`config.mk`:
```
export PLATFORM = sky130hd
export DESIGN_NAME = mask_row_writer
export DESIGN_NICKNAME = d
export VERILOG_FILES = /design/src/rtl/mask_row_writer.sv
export SDC_FILE = /design/constraint.sdc
export NUM_CORES = 2
export LEC_CHECK = 0
export ABC_AREA = 1
export ABC_CLOCK_PERIOD_IN_PS = 103300
export BUFFER_PORTS_ARGS = -buffer_cell sky130_fd_sc_hd__buf_2
export CORE_MARGIN = 4
export CORE_UTILIZATION = 40
export CTS_CLUSTER_SIZE = 14
export DETAILED_ROUTE_END_ITERATION = 12
export SYNTH_ARGS = -nofsm -noshare
export SYNTH_HDL_FRONTEND = slang
export SYNTH_SLANG_ARGS = --single-unit
```
`constraint.sdc`:
```
create_clock -name clk -period 103.3 [get_ports clk]
set_clock_uncertainty 0.15 [all_clocks]
set_input_delay 20.66 -clock clk [delete_from_list [all_inputs] [get_ports clk]]
set_output_delay 20.66 -clock clk [all_outputs]
set_load 0.05 [all_outputs]
```
`src/rtl/mask_row_writer.sv`:
```
// mask_row_writer
//   Packs a stream of binary mask pixels into one BRAM word per image row and
//   writes a full frame of V_RES rows. Once the last row is written, the
//   accumulator is asked to run. The module then waits for acc_done to go
//   high and low again before it accepts a new frame. If a frame starts while
//   the accumulator owns the BRAM, that frame is dropped and reported.
//
// Ports
//   clk        : single clock, rising edge
//   rst        : asynchronous, active-high reset
//   s_valid    : pixel qualifier; s_pix/s_sof/s_eol are only looked at when 1
//   s_pix      : mask pixel value
//   s_sof      : first pixel of a frame (row 0, column 0)
//   s_eol      : last pixel of a line
//   ena, wea   : BRAM port-A enable / write enable (one-cycle strobe per row)
//   addra      : BRAM row address
//   dina       : packed row, column 0 in bit 0
//   run_acc    : frame-ready request to the accumulator
//   acc_done   : accumulator completion level
//   frame_drop : one-cycle pulse when an incoming frame is discarded
module mask_row_writer #(
    parameter int H_RES = 640,
    parameter int V_RES = 480
) (
    input  logic             clk,
    input  logic             rst,
    input  logic             s_valid,
    input  logic             s_pix,
    input  logic             s_sof,
    input  logic             s_eol,
    output logic             ena,
    output logic             wea,
    output logic [8:0]       addra,
    output logic [H_RES-1:0] dina,
    output logic             run_acc,
    input  logic             acc_done,
    output logic             frame_drop
);

    localparam int COL_W = (H_RES > 1) ? $clog2(H_RES) : 1;
    localparam logic [COL_W-1:0] COL_LAST = COL_W'(H_RES - 1);
    localparam logic [8:0]       ROW_LAST = 9'(V_RES - 1);

    typedef enum logic [1:0] {IDLE, FILL, WAIT_ACC, RELEASE} state_t;

    state_t           state_reg, state_next;
    logic [8:0]       row_reg, row_next;
    logic [COL_W-1:0] col_reg, col_next;
    logic [H_RES-1:0] shift_reg, shift_next;
    logic             skip_reg, skip_next;   // discarding the tail of a long line
    logic             wr_reg, wr_next;
    logic [8:0]       addr_reg, addr_next;
    logic [H_RES-1:0] data_reg, data_next;
    logic             run_reg, run_next;
    logic             drop_reg, drop_next;

    // An s_sof accepted in IDLE or FILL restarts the frame. The pixel is then
    // handled as column 0 of row 0 on top of an empty row, so the row position
    // and row contents seen by the rest of the logic are replaced here.
    logic             restart;
    logic [8:0]       eff_row;
    logic [COL_W-1:0] eff_col;
    logic [H_RES-1:0] eff_shift;
    logic [H_RES-1:0] packed_row;
    logic             row_done;
    logic             take;

    assign restart   = s_valid && s_sof && ((state_reg == IDLE) || (state_reg == FILL));
    assign eff_row   = restart ? 9'd0 : row_reg;
    assign eff_col   = restart ? '0 : col_reg;
    assign eff_shift = restart ? '0 : shift_reg;
    assign row_done  = (eff_col == COL_LAST) || s_eol;
    assign take      = s_valid && (restart || ((state_reg == FILL) && !skip_reg));

    // Row contents including the pixel being accepted now. Bits above the
    // current column are still zero because the row is cleared after each
    // write, so a short line goes out with its upper bits at 0.
    generate
        for (genvar gi = 0; gi < H_RES; gi++) begin : g_pack
            assign packed_row[gi] = eff_shift[gi] | (s_pix && (eff_col == COL_W'(gi)));
        end
    endgenerate

    always_ff @(posedge clk or posedge rst) begin
        if (rst) begin
            state_reg <= IDLE;
            row_reg   <= '0;
            col_reg   <= '0;
            shift_reg <= '0;
            skip_reg  <= 1'b0;
            wr_reg    <= 1'b0;
            addr_reg  <= '0;
            data_reg  <= '0;
            run_reg   <= 1'b0;
            drop_reg  <= 1'b0;
        end else begin
            state_reg <= state_next;
            row_reg   <= row_next;
            col_reg   <= col_next;
            shift_reg <= shift_next;
            skip_reg  <= skip_next;
            wr_reg    <= wr_next;
            addr_reg  <= addr_next;
            data_reg  <= data_next;
            run_reg   <= run_next;
            drop_reg  <= drop_next;
        end
    end

    always_comb begin
        state_next = state_reg;
        row_next   = row_reg;
        col_next   = col_reg;
        shift_next = shift_reg;
        skip_next  = skip_reg;
        wr_next    = 1'b0;
        addr_next  = addr_reg;
        data_next  = data_reg;
        run_next   = 1'b0;
        drop_next  = 1'b0;

        case (state_reg)
            IDLE, FILL: begin
                // The tail of a long line is swallowed up to and including
                // its s_eol, so it never starts a row of its own.
                if (s_valid && !s_sof && (state_reg == FILL) && skip_reg && s_eol) begin
                    skip_next = 1'b0;
                end
                if (take) begin
                    skip_next = 1'b0;
                    if (row_done) begin
                        wr_next    = 1'b1;
                        addr_next  = eff_row;
                        data_next  = packed_row;
                        shift_next = '0;
                        col_next   = '0;
                        // A row cut off at full width without s_eol leaves
                        // excess pixels to discard.
                        skip_next  = !s_eol;
                        if (eff_row == ROW_LAST) begin
                            state_next = WAIT_ACC;
                            row_next   = '0;
                            skip_next  = 1'b0;
                        end else begin
                            state_next = FILL;
                            row_next   = eff_row + 9'd1;
                        end
                    end else begin
                        state_next = FILL;
                        row_next   = eff_row;
                        shift_next = packed_row;
                        col_next   = eff_col + COL_W'(1);
                    end
                end
            end
            WAIT_ACC: begin
                run_next = 1'b1;
                if (s_valid && s_sof) begin
                    drop_next = 1'b1;
                end
                // acc_done only counts once the request is actually visible,
                // so a stale level from the previous frame cannot end it early.
                if (run_reg && acc_done) begin
                    state_next = RELEASE;
                    run_next   = 1'b0;
                end
            end
            RELEASE: begin
                if (s_valid && s_sof) begin
                    drop_next = 1'b1;
                end
                if (!acc_done) begin
                    state_next = IDLE;
                end
            end
            default: state_next = IDLE;
        endcase
    end

    assign ena        = wr_reg;
    assign wea        = wr_reg;
    assign addra      = addr_reg;
    assign dina       = data_reg;
    assign run_acc    = run_reg;
    assign frame_drop = drop_reg;

endmodule
```
==> implementation parameters <==
Parameter                              Value

Setup path
  Worst endpoint required time    103750 ps
  Critical path startpoint category    primary input
  Maximum net fanout on the critical path    93
  Number of cells on the worst reg-to-reg path    13
  Arrival time of data at the critical path endpoint    between 20000 and 30000 ps
  Critical path endpoint category    flop
  Setup CP Type    primary input to flop

Clock network
  Number of instances resized during post-cts repair    0
  H-tree levels    4
  TritonCTS clock tree    built
  Post-CTS Hold Buffers    0
  Clock latency on the worst-skew pair    ~790 ps
  Total CTS buffers    146
  Count of clock tree sinks    around 1300
  Post-CTS Repair Setup Buffers    0
  Clock-pin slew reported for the worst setup and hold paths after clock tree synthesis    approximately 60 ps
  Library cell used as clock root buffer    clkbuf_16
  Clock Path Buffers    3

Floorplan
  Area of the die    between 100000 and 150000 µm²
  Initial Util    0.403
  Top Ports    between 600 and 700
  Width of the die    roughly 390 µm
  Core Region    142000 µm²
  Vert. Die Dim    about 390 µm
  Num rows    138

Synthesis
  Syn Area/Cell    around 8.2 µm²
  Cell type with the highest aggregate area in the netlist    dfrtp_1
  Synth top area share    0.576
  Total of warnings raised by yosys    0
  Syn Std Cell Area    57100 µm²
  Synthesized instance count    slightly below 7000
  Syn_nets    6947
  Cell variety after synth    28
  Flip-flop and latch count after synthesis    about 1300
  Portion of the post-synthesis area used by sequential elements    0.576
  Cell types with the largest area share after synthesis    dfrtp_1, nand2_1, o21ai_0

STA
  Unrepaired setup endpoints after global routing    false
  Max-Slew Margin vs Limit    0.156
  Final critical-path setup slack    around 77000 ps
  Pins over their slew limit    0
  Final clock period utilization by the worst path    0.256
  Least-Margin Pin Slew    between 1000 and 1500 ps
  Maximum operating frequency    37.8 MHz
  Count of endpoints failing setup in the final report    0
  Final count of hold timing violations    0
  Final worst path period need    between 20000 and 30000 ps
  Aggregate negative setup slack    0 ps

Run status
  Outcome    completed

Pwr
  Sequential Power Share    0.416
  Switching power    about 440 µW
  Power share of the combinational group    0.178
  Power consumption    around 1300 µW
  Portion of total power attributed to the clock network    0.406
  Switching part of the total power    0.335
  Power density of the placed cells    19.7 nW/µm²
  Static leakage    0.0317 µW
  VDD IR-drop max    ~0.012 mV
  Int Pwr    just under 900 µW

Global routing
  Via count of the first global-routing pass    roughly 46000
  GR Overflow Total    0
  Gr usage total    0.262
  First-pass GRT wire length    296000 µm
  Number of antenna violations at the first check in global routing    8
  Largest net degree at the start of global routing    roughly 240

Drt
  Drt initial violations    approximately 4400
  Pre-Repair DR Iteration Count    6
  Number of remaining DRC errors    0
  Total Wirelength    roughly 200000 µm
  DRT antenna net count    0
  Post-detailed-route wirelength per cell    ~21 µm
  Vias per Instance    5.14
  Vias post-DR    a little under 50000

Finish
  Layout area overhead    16.1%
  Final nets    7370
  Layout cells sized above 1    0.132

Worst hold path
  Worst Hold Path Cells    2
  Path class of the lowest-slack min-delay path    flop to flop

Run
  Max-Cap Viols    0

Place
  Detail Placement HPWL    126000 µm
  Gpl congestion    about 0.84
  Post-placement setup slack    between 70000 and 80000 ps
  Port Buf Inserts    between 600 and 700
## cells by family after synthesis
group | after synthesis | share of synthesized area
flip-flops | 1314 | 0.576
AND/OR/NAND/NOR | 2555 | 0.170
XOR/XNOR | 2 | 0.000307
buffers and inverters | 1447 | 0.101
AO/OA/AOI/OAI | 1620 | 0.153
adder cells (fa/ha/maj) | 1 | 0.000219
## through the flow
| stage | instance area, µm² | util | hold slack (ps) | cells |
|---|---|---|---|---|
| 2_1_floorplan | 57100 | - | 299 | 6939 |
| 3_3_place_gp | 61400 | 0.433 | 308 | 9104 |
| 3_5_place_dp | 61400 | 0.433 | 310 | 9104 |
| 4_1_cts | 66300 | 0.468 | 325 | 9370 |
| 5_1_grt | 66300 | 0.468 | 338 | 9371 |
| 6_report | 66300 | 0.468 | 319 | 9373 |
## critical path: stages
cell and delay, ps:
buf_2 130, nand3_4 340, nand3_1 290, nor2_4 280, nand3_2 200, nand2_4 250, inv_1 160, nand2_4 820
buf_4 830, buf_4 750, buf_4 870, buf_4 770, o22ai_1 200
## cell type report
| cell class | count | area [µm²] |
|---|---|---|
| antenna | 3 | 7.51 |
| sequential | 1314 | 32900 |
| fill | 13800 | 75500 |
| tap | 1890 | 2360 |
| multi-input combinational | 4178 | 18500 |
| clock buffer | 226 | 4410 |
| inverter | 1000 | 3790 |
| timing repair buffer | 722 | 3810 |
| clock inverter | 40 | 510 |
## worst paths after layout
kind / start / to / slack, ps
min: dina[632] / dina[632] / 320
min reg2reg: dina[632] / dina[632] / 320
max reg2reg: state_reg[1] / dina[474] / 96270
max: s_valid / shift_reg[432] / 76810
max in group asynchronous: rst / dina[218] / 78260
min in group asynchronous: rst / shift_reg[70] / 19920
## power groups by stage
stage | Sequential [µW] | Clock (µW) | Combinational, µW
6_report | 545 | 531 | 233
5_1_grt | 546 | 562 | 249
4_1_cts | 545 | 541 | 234
3_5_place_dp | 554 | 0 | 234
3_3_place_gp | 554 | 0 | 234
2_1_floorplan | 598 | 0 | 115
## per-layer routing
layer	part of all wire	up-vias	track usage
met2	0.44	1692	0.397
met1	0.42	23500	0.355
met3	0.093	308	0.0770
met5	0	-	0
li1	-	22700	-
met4	0.041	0	0.0997
## cell usage after synthesis, drive strengths merged
library cell / count
inv: 998
dfrtp: 1314
nor2: 225
o22ai: 475
clkbuf: 225
a21oi: 2
o21ai: 1139
xor2: 2
ha: 1
nand3b: 1
nand2: 2291
nand3: 33
clkinv: 2
a22oi: 4
nand4: 1
nor3: 4
buf: 222
## layout by cell type, fill, tap and decap left out, drive strengths merged
cell type	netlist	layout
clkbuf	225	226
o22ai	475	475
a21oi	2	2
clkinvlp	0	1
xor2	2	2
nand2	2291	2291
nor2	225	225
diode	0	3
o21ai	1139	1139
buf	222	722
nor3	4	4
inv	998	1005
dfrtp	1314	1314
nand4	1	1
nand3	33	33
a22oi	4	4
ha	1	1
bufinv	0	5
clkinv	2	29
nand3b	1	1
Note: power is estimated with default switching activity, not from simulation.
